--- src/rtl/dual_slope_datapath_if.sv ---
`default_nettype none
// ============================================================================
//  Module      : dual_slope_datapath_if
//  Description : Control, data and status bundle between the dual-slope
//                conversion controller (master) and the datapath (slave).
//  Revision    : 1.0  initial release
// ============================================================================
interface dual_slope_datapath_if;
    logic        enb_0;
    logic        rst_s;
    logic        ch_vm;
    logic        ch_ref;
    logic        ch_zr;
    logic        ld;
    logic [7:0]  vin;
    logic [7:0]  vref;
    logic        enb_3;
    logic        Vint_z;
    logic [11:0] count;
    logic [11:0] result;
    logic        overflow;

    modport master (
        output enb_0, rst_s, ch_vm, ch_ref, ch_zr, ld, vin, vref,
        input  enb_3, Vint_z, count, result, overflow
    );

    modport slave (
        input  enb_0, rst_s, ch_vm, ch_ref, ch_zr, ld, vin, vref,
        output enb_3, Vint_z, count, result, overflow
    );
endinterface
`default_nettype wire

--- src/rtl/dual_slope_datapath.sv ---
`default_nettype none
// ============================================================================
//  Module      : dual_slope_datapath
//  Description : Dual-slope ADC datapath: 18-bit integrator, 3-digit BCD
//                counter with wrap pulse, and falling-edge result latch.
//                Optional macro DS_OVERFLOW_EN adds sticky discharge overflow.
//  Revision    : 1.0  initial release
// ============================================================================
module dual_slope_datapath (
    input  wire logic            ck,
    input  wire logic            rst,
    dual_slope_datapath_if.slave bus
);
    localparam int          c_ACC_W   = 18;
    localparam int          c_DIGITS  = 3;
    localparam logic [11:0] c_BCD_MAX = 12'h999;

    logic [c_ACC_W-1:0] r_acc;
    logic [c_ACC_W-1:0] w_acc_nxt;
    logic [c_ACC_W-1:0] w_vin_ext;
    logic [c_ACC_W-1:0] w_vref_ext;
    logic               w_acc_zero;

    logic [11:0]        r_count;
    logic [11:0]        w_count_inc;
    logic [11:0]        w_count_nxt;
    logic [c_DIGITS:0]  w_carry;

    logic               w_ref_eff;
    logic               w_inc;
    logic               w_wrap;
    logic               r_enb_3;

    logic               r_ld_d;
    logic               w_ld_fall;
    logic [11:0]        r_result;
    logic [11:0]        w_load_val;
    logic               w_overflow;

    // ------------------------------------------------------------------
    // Integrator
    // ------------------------------------------------------------------
    assign w_vin_ext  = {{(c_ACC_W-8){1'b0}}, bus.vin};
    assign w_vref_ext = {{(c_ACC_W-8){1'b0}}, bus.vref};
    assign w_acc_zero = (r_acc == '0);

    always_comb begin
        w_acc_nxt = r_acc;
        if (bus.ch_zr) begin
            w_acc_nxt = '0;
        end else if (bus.ch_vm && bus.enb_0) begin
            w_acc_nxt = r_acc + w_vin_ext;
        end else if (bus.ch_ref && bus.enb_0 && !w_acc_zero) begin
            w_acc_nxt = (r_acc > w_vref_ext) ? (r_acc - w_vref_ext) : '0;
        end
    end

    always_ff @(posedge ck or posedge rst) begin
        if (rst) begin
            r_acc <= '0;
        end else begin
            r_acc <= w_acc_nxt;
        end
    end

    // ------------------------------------------------------------------
    // BCD counter; integrate-phase (ch_vm) overrides the reference stop
    // ------------------------------------------------------------------
    assign w_ref_eff = bus.ch_ref && !bus.ch_vm;
    assign w_inc     = bus.enb_0 && !(w_ref_eff && w_acc_zero);
    assign w_carry[0] = 1'b1;

    genvar gi;
    generate
        for (gi = 0; gi < c_DIGITS; gi = gi + 1) begin : g_digit
            logic [3:0] w_d;
            assign w_d = r_count[4*gi +: 4];
            assign w_count_inc[4*gi +: 4] = !w_carry[gi]   ? w_d  :
                                            (w_d == 4'd9)  ? 4'd0 :
                                                             w_d + 4'd1;
            assign w_carry[gi+1] = w_carry[gi] && (w_d == 4'd9);
        end
    endgenerate

    assign w_wrap = !bus.rst_s && w_inc && w_carry[c_DIGITS];

    always_comb begin
        w_count_nxt = r_count;
        if (bus.rst_s) begin
            w_count_nxt = '0;
        end else if (w_inc) begin
            w_count_nxt = w_count_inc;
        end
    end

    always_ff @(posedge ck or posedge rst) begin
        if (rst) begin
            r_count <= '0;
            r_enb_3 <= 1'b0;
        end else begin
            r_count <= w_count_nxt;
            r_enb_3 <= w_wrap;
        end
    end

    // ------------------------------------------------------------------
    // Optional sticky overflow
    // ------------------------------------------------------------------
`ifdef DS_OVERFLOW_EN
    logic r_ovf;

    always_ff @(posedge ck or posedge rst) begin
        if (rst) begin
            r_ovf <= 1'b0;
        end else if (bus.rst_s || bus.ch_zr) begin
            r_ovf <= 1'b0;
        end else if (w_wrap && w_ref_eff) begin
            r_ovf <= 1'b1;
        end
    end

    assign w_overflow = r_ovf;
    assign w_load_val = r_ovf ? c_BCD_MAX : r_count;
`else
    assign w_overflow = 1'b0;
    assign w_load_val = r_count;
`endif

    // ------------------------------------------------------------------
    // Result latch on ld falling edge; uses the pre-clear count
    // ------------------------------------------------------------------
    assign w_ld_fall = r_ld_d && !bus.ld;

    always_ff @(posedge ck or posedge rst) begin
        if (rst) begin
            r_ld_d   <= 1'b0;
            r_result <= '0;
        end else begin
            r_ld_d <= bus.ld;
            if (w_ld_fall) begin
                r_result <= w_load_val;
            end
        end
    end

    assign bus.enb_3    = r_enb_3;
    assign bus.Vint_z   = w_acc_zero;
    assign bus.count    = r_count;
    assign bus.result   = r_result;
    assign bus.overflow = w_overflow;
endmodule
`default_nettype wire

--- src/flat_wrapper.sv ---
// flat-port wrapper written by rule: the top's interface ports become plain ports
module dual_slope_datapath_flat 
  (ck, rst, bus_enb_0, bus_rst_s, bus_ch_vm, bus_ch_ref, bus_ch_zr, bus_ld, bus_vin, bus_vref, bus_enb_3, bus_Vint_z, bus_count, bus_result, bus_overflow);
  dual_slope_datapath_if bus_i ();
  input  wire logic ck;
  input  wire logic rst;
  input wire logic [$bits(bus_i.enb_0)-1:0] bus_enb_0;
  input wire logic [$bits(bus_i.rst_s)-1:0] bus_rst_s;
  input wire logic [$bits(bus_i.ch_vm)-1:0] bus_ch_vm;
  input wire logic [$bits(bus_i.ch_ref)-1:0] bus_ch_ref;
  input wire logic [$bits(bus_i.ch_zr)-1:0] bus_ch_zr;
  input wire logic [$bits(bus_i.ld)-1:0] bus_ld;
  input wire logic [$bits(bus_i.vin)-1:0] bus_vin;
  input wire logic [$bits(bus_i.vref)-1:0] bus_vref;
  output wire logic [$bits(bus_i.enb_3)-1:0] bus_enb_3;
  output wire logic [$bits(bus_i.Vint_z)-1:0] bus_Vint_z;
  output wire logic [$bits(bus_i.count)-1:0] bus_count;
  output wire logic [$bits(bus_i.result)-1:0] bus_result;
  output wire logic [$bits(bus_i.overflow)-1:0] bus_overflow;
  assign bus_i.enb_0 = bus_enb_0;
  assign bus_i.rst_s = bus_rst_s;
  assign bus_i.ch_vm = bus_ch_vm;
  assign bus_i.ch_ref = bus_ch_ref;
  assign bus_i.ch_zr = bus_ch_zr;
  assign bus_i.ld = bus_ld;
  assign bus_i.vin = bus_vin;
  assign bus_i.vref = bus_vref;
  assign bus_enb_3 = bus_i.enb_3;
  assign bus_Vint_z = bus_i.Vint_z;
  assign bus_count = bus_i.count;
  assign bus_result = bus_i.result;
  assign bus_overflow = bus_i.overflow;
  dual_slope_datapath u_core (.ck(ck), .rst(rst), .bus(bus_i));
endmodule
--- config.mk ---
export PLATFORM = sky130hd
export DESIGN_NAME = dual_slope_datapath_flat
export DESIGN_NICKNAME = d
export VERILOG_FILES = /design/src/rtl/dual_slope_datapath_if.sv /design/src/rtl/dual_slope_datapath.sv /design/src/flat_wrapper.sv
export SDC_FILE = /design/constraint.sdc
export NUM_CORES = 1
export LEC_CHECK = 0
export ABC_AREA = 1
export CORE_UTILIZATION = 60
export CTS_CLUSTER_DIAMETER = 40
export CTS_CLUSTER_SIZE = 16
export DETAILED_ROUTE_END_ITERATION = 7
export PLACE_DENSITY = 0.85
export SLEW_MARGIN = 5
export SYNTH_ARGS = -nofsm -noshare
export SYNTH_HDL_FRONTEND = slang
export SYNTH_SLANG_ARGS = --single-unit
--- constraint.sdc ---
create_clock -name ck -period 4.05 [get_ports ck]
set_input_delay 1.0125 -clock ck [delete_from_list [all_inputs] [get_ports ck]]
set_output_delay 1.0125 -clock ck [all_outputs]
set_load 0.01 [all_outputs]
==> results.json <==
{
  "cpLargestDelayFamily": "simple AND/OR/NAND/NOR gates",
  "synthDistinctLibCells": 36,
  "use_met3_pct": 5.06,
  "startpoint_type": "register",
  "ios": 51,
  "cts_buffer_depth": 2,
  "gp_congestion": 0.924,
  "cts_hold_buffers": 0,
  "vias": 3880,
  "clock_sinks": 44,
  "max_stage_delay_ns": 0.54,
  "htree_levels": 2,
  "syn_inst": 580,
  "yosys-top-cells-area": "dfrtp_1 (29%), nand2_1 (19%), inv_1 (7.6%), nand3_1 (7.5%), ha_1 (7.3%)",
  "fin_cells": 701,
  "crit_path_end_kind": "output port",
  "dieArea_sq_mm": 0.00658,
  "intPower_mw": 1.19,
  "die_h_um": 81.1,
  "dp_cells": 693,
  "ant_nets": 0,
  "start_util_pct": 62.7,
  "required_ns": 3.04,
  "period_needed_ns": 3.08,
  "avgSynthCellArea_sq_um": 6.48,
  "core-area_sq_mm": 0.00599,
  "first_global_vias": 3680,
  "worst_hold_slack_ns": 0.495,
  "yosysSeqAreaShare_pct": 29.3,
  "vdd_ir_drop_max_uv": 274,
  "die_x_um": 81.1,
  "p_total_mw": 2.40,
  "rsz0062_at_grt": "no",
  "layout.nets": 673,
  "path_cells": "nor2_2 > nand2_2 > nor2_4 > nand2_1 > inv_1 > clkdlybuf4s50_1",
  "ctsResizeCount": 0,
  "setup_viol": 0,
  "pwr-share-comb_pct": 58.7,
  "clkPwrFrac_pct": 12.2,
  "post_cts_buffers": 0,
  "antenna_found_initial": 0,
  "cts_root_buffer": "clkbuf_8",
  "synth_top_area_share_pct": 29.3,
  "status": "complete, no violations",
  "globalRouteMet1Util_pct": 40.8,
  "numCtsBuffers": 5,
  "grt_pass1_wl_um": 16700,
  "p_sw_share_pct": 50.7,
  "power_frac_seq_pct": 29.1,
  "ys_ff_latch": 44,
  "crit_slowest_cell": "dfrtp_1",
  "synth_ff_type": "dfrtp_1",
  "clk_latency_ns": 0.30,
  "drive_above_1_share_pct": 6.07,
  "top_usage_layer": "met2",
  "max_freq_mhz": 324,
  "synth_nets": 628,
  "synth-async-reset-ratio_pct": 100,
  "final_max_slew_viol_count": 0,
  "vias_per_cell": 5.53,
  "drc_errors": 0,
  "maxCapViolCount": 0,
  "hp-class": "register to register",
  "worst_pin_slew_ns": 0.907,
  "crit_fanout": 11,
  "drt-total-wl_um": 9970,
  "cts_tree": "done",
  "clkTransAtPathRegs_ns": 0.10,
  "fillCellCount": 497,
  "port_buffers": 49,
  "syn_area_sq_mm": 0.00376,
  "yosysTopAreaCell": "dfrtp_1",
  "ys_warn_count": 0,
  "grt_max_degree": 24,
  "first_pass_iters": 7,
  "setup_ws_ns": 0.966,
  "syn_to_final_growth_pct": 16.1,
  "period_share_pct": 76.1,
  "setup_tns_ns": 0,
  "synth_enable_flop_cells": 0,
  "grt_usage_pct": 33.2,
  "diodes": 0,
  "relSlewSlack_pct": 39.2,
  "switchingPower_mw": 1.22,
  "critPathKind": "register to output port",
  "hold_viol": 0,
  "p_leak_nw": 2.30,
  "drt_iter0_drc": 329,
  "grtUsageMet2_pct": 59.0,
  "clock_skew_ns": 0.0127,
  "overflow": 0,
  "critPathBufInv": 2,
  "powerDensity_mw_per_mm2": 551,
  "rows": 28,
  "crit_arrival_ns": 2.07,
  "wl_per_cell_um": 14.2,
  "place_ws_ns": 0.845,
  "dp_hpwl_um": 7660
}
[cell usage in the layout (no fill, tap or decap), types with 8 or more instances in the layout]
master | netlist | layout
nand2_1 | 190 | 190
inv_1 | 76 | 75
nand3_1 | 56 | 56
nor2_1 | 53 | 53
clkdlybuf4s50_1 | 0 | 49
dfrtp_1 | 44 | 44
o21ai_0 | 37 | 37
ha_1 | 22 | 22
a21oi_1 | 20 | 20
nand4_1 | 12 | 12
xor2_1 | 8 | 8
[power groups by stage]
stage	Clock, mW	Combinational, mW	Sequential, mW
after floorplan	0	1.12	0.628
after global placement	0	1.35	0.696
after detailed placement	0	1.38	0.701
after CTS	0.294	1.39	0.693
after global routing	0.307	1.60	0.716
final	0.292	1.41	0.700
[area by class of cell]
| class | instances | area (sq um) | share of cell area [%] |
|---|---|---|---|
| flip-flops and latches | 44 | 1100 | 25.2 |
| clock buffers | 5 | 68.8 | 1.58 |
| multi-input cells | 442 | 2260 | 51.9 |
| clock inverters | 3 | 21.3 | 0.488 |
| inverters | 80 | 302 | 6.91 |
| well taps | 75 | 93.8 | 2.15 |
| repair buffers | 52 | 513 | 11.8 |
[cell usage after synthesis (3+ instances only)]
| cell | count |
|---|---|
| xor2_1 | 8 |
| or2_2 | 3 |
| ha_1 | 22 |
| nand4_1 | 12 |
| nand2_2 | 5 |
| nand3_1 | 56 |
| nor2_2 | 3 |
| a21oi_1 | 20 |
| inv_1 | 76 |
| clkbuf_1 | 5 |
| o21ai_0 | 37 |
| nand2_4 | 4 |
| xnor2_1 | 5 |
| mux2_2 | 3 |
| dfrtp_1 | 44 |
| nor3_1 | 5 |
| nand2_1 | 190 |
| buf_2 | 4 |
| nor2_1 | 53 |
| buf_6 | 4 |
[sequential cells by signal, indices dropped and copies added (netlist names)]
name / cells
u_core.bus.enb_3: 1
u_core.r_ld_d: 1
u_core.bus.result: 12
u_core.bus.count: 12
u_core.r_acc: 18
[cell families after synthesis]
| kind of cell | synth area share, % |
|---|---|
| AND/OR/NAND/NOR | 39.3 |
| buffers and inverters | 10.5 |
| AO/OA/AOI/OAI | 8.53 |
| flip-flops | 29.3 |
| adder cells (fa/ha/maj) | 8.39 |
| XOR/XNOR | 3.03 |
| multiplexers | 0.899 |
| other | 0.0998 |
[routing by layer]
metal,wire [um],share of wire [%]
met1,4220,42
met2,4770,48
met3,698,7.0
met4,282,2.8
met5,0,0
[tightest hold or removal path: stages, from the launching register on]
cell	delay, ns
dfrtp_1	0.36
nand2_1	0.05
o21ai_0	0.05
[per-stage QoR]
stage / cell area, sq um / util, %
finish: 4360 / 72.8
global route: 4360 / 72.8
CTS: 4360 / 72.8
detailed placement: 4270 / 71.3
global placement: 4270 / 71.3
floorplan: 3760 / -
[worst paths after layout]
path / slack (ns) / cells after the start / to / from
max in group asynchronous: 2.19 / 3 / u_core.r_acc[7] / rst
min in group asynchronous: 1.09 / 2 / u_core.bus.enb_3 / rst
max: 0.97 / 6 / bus_Vint_z / u_core.r_acc[11]
min: 0.50 / 2 / u_core.bus.result[9] / u_core.bus.result[9]
max reg2reg: 1.86 / 9 / u_core.r_acc[3] / u_core.r_acc[11]
min reg2reg: 0.50 / 2 / u_core.bus.result[9] / u_core.bus.result[9]
No activity file was read; power rests on OpenSTA's default activity.
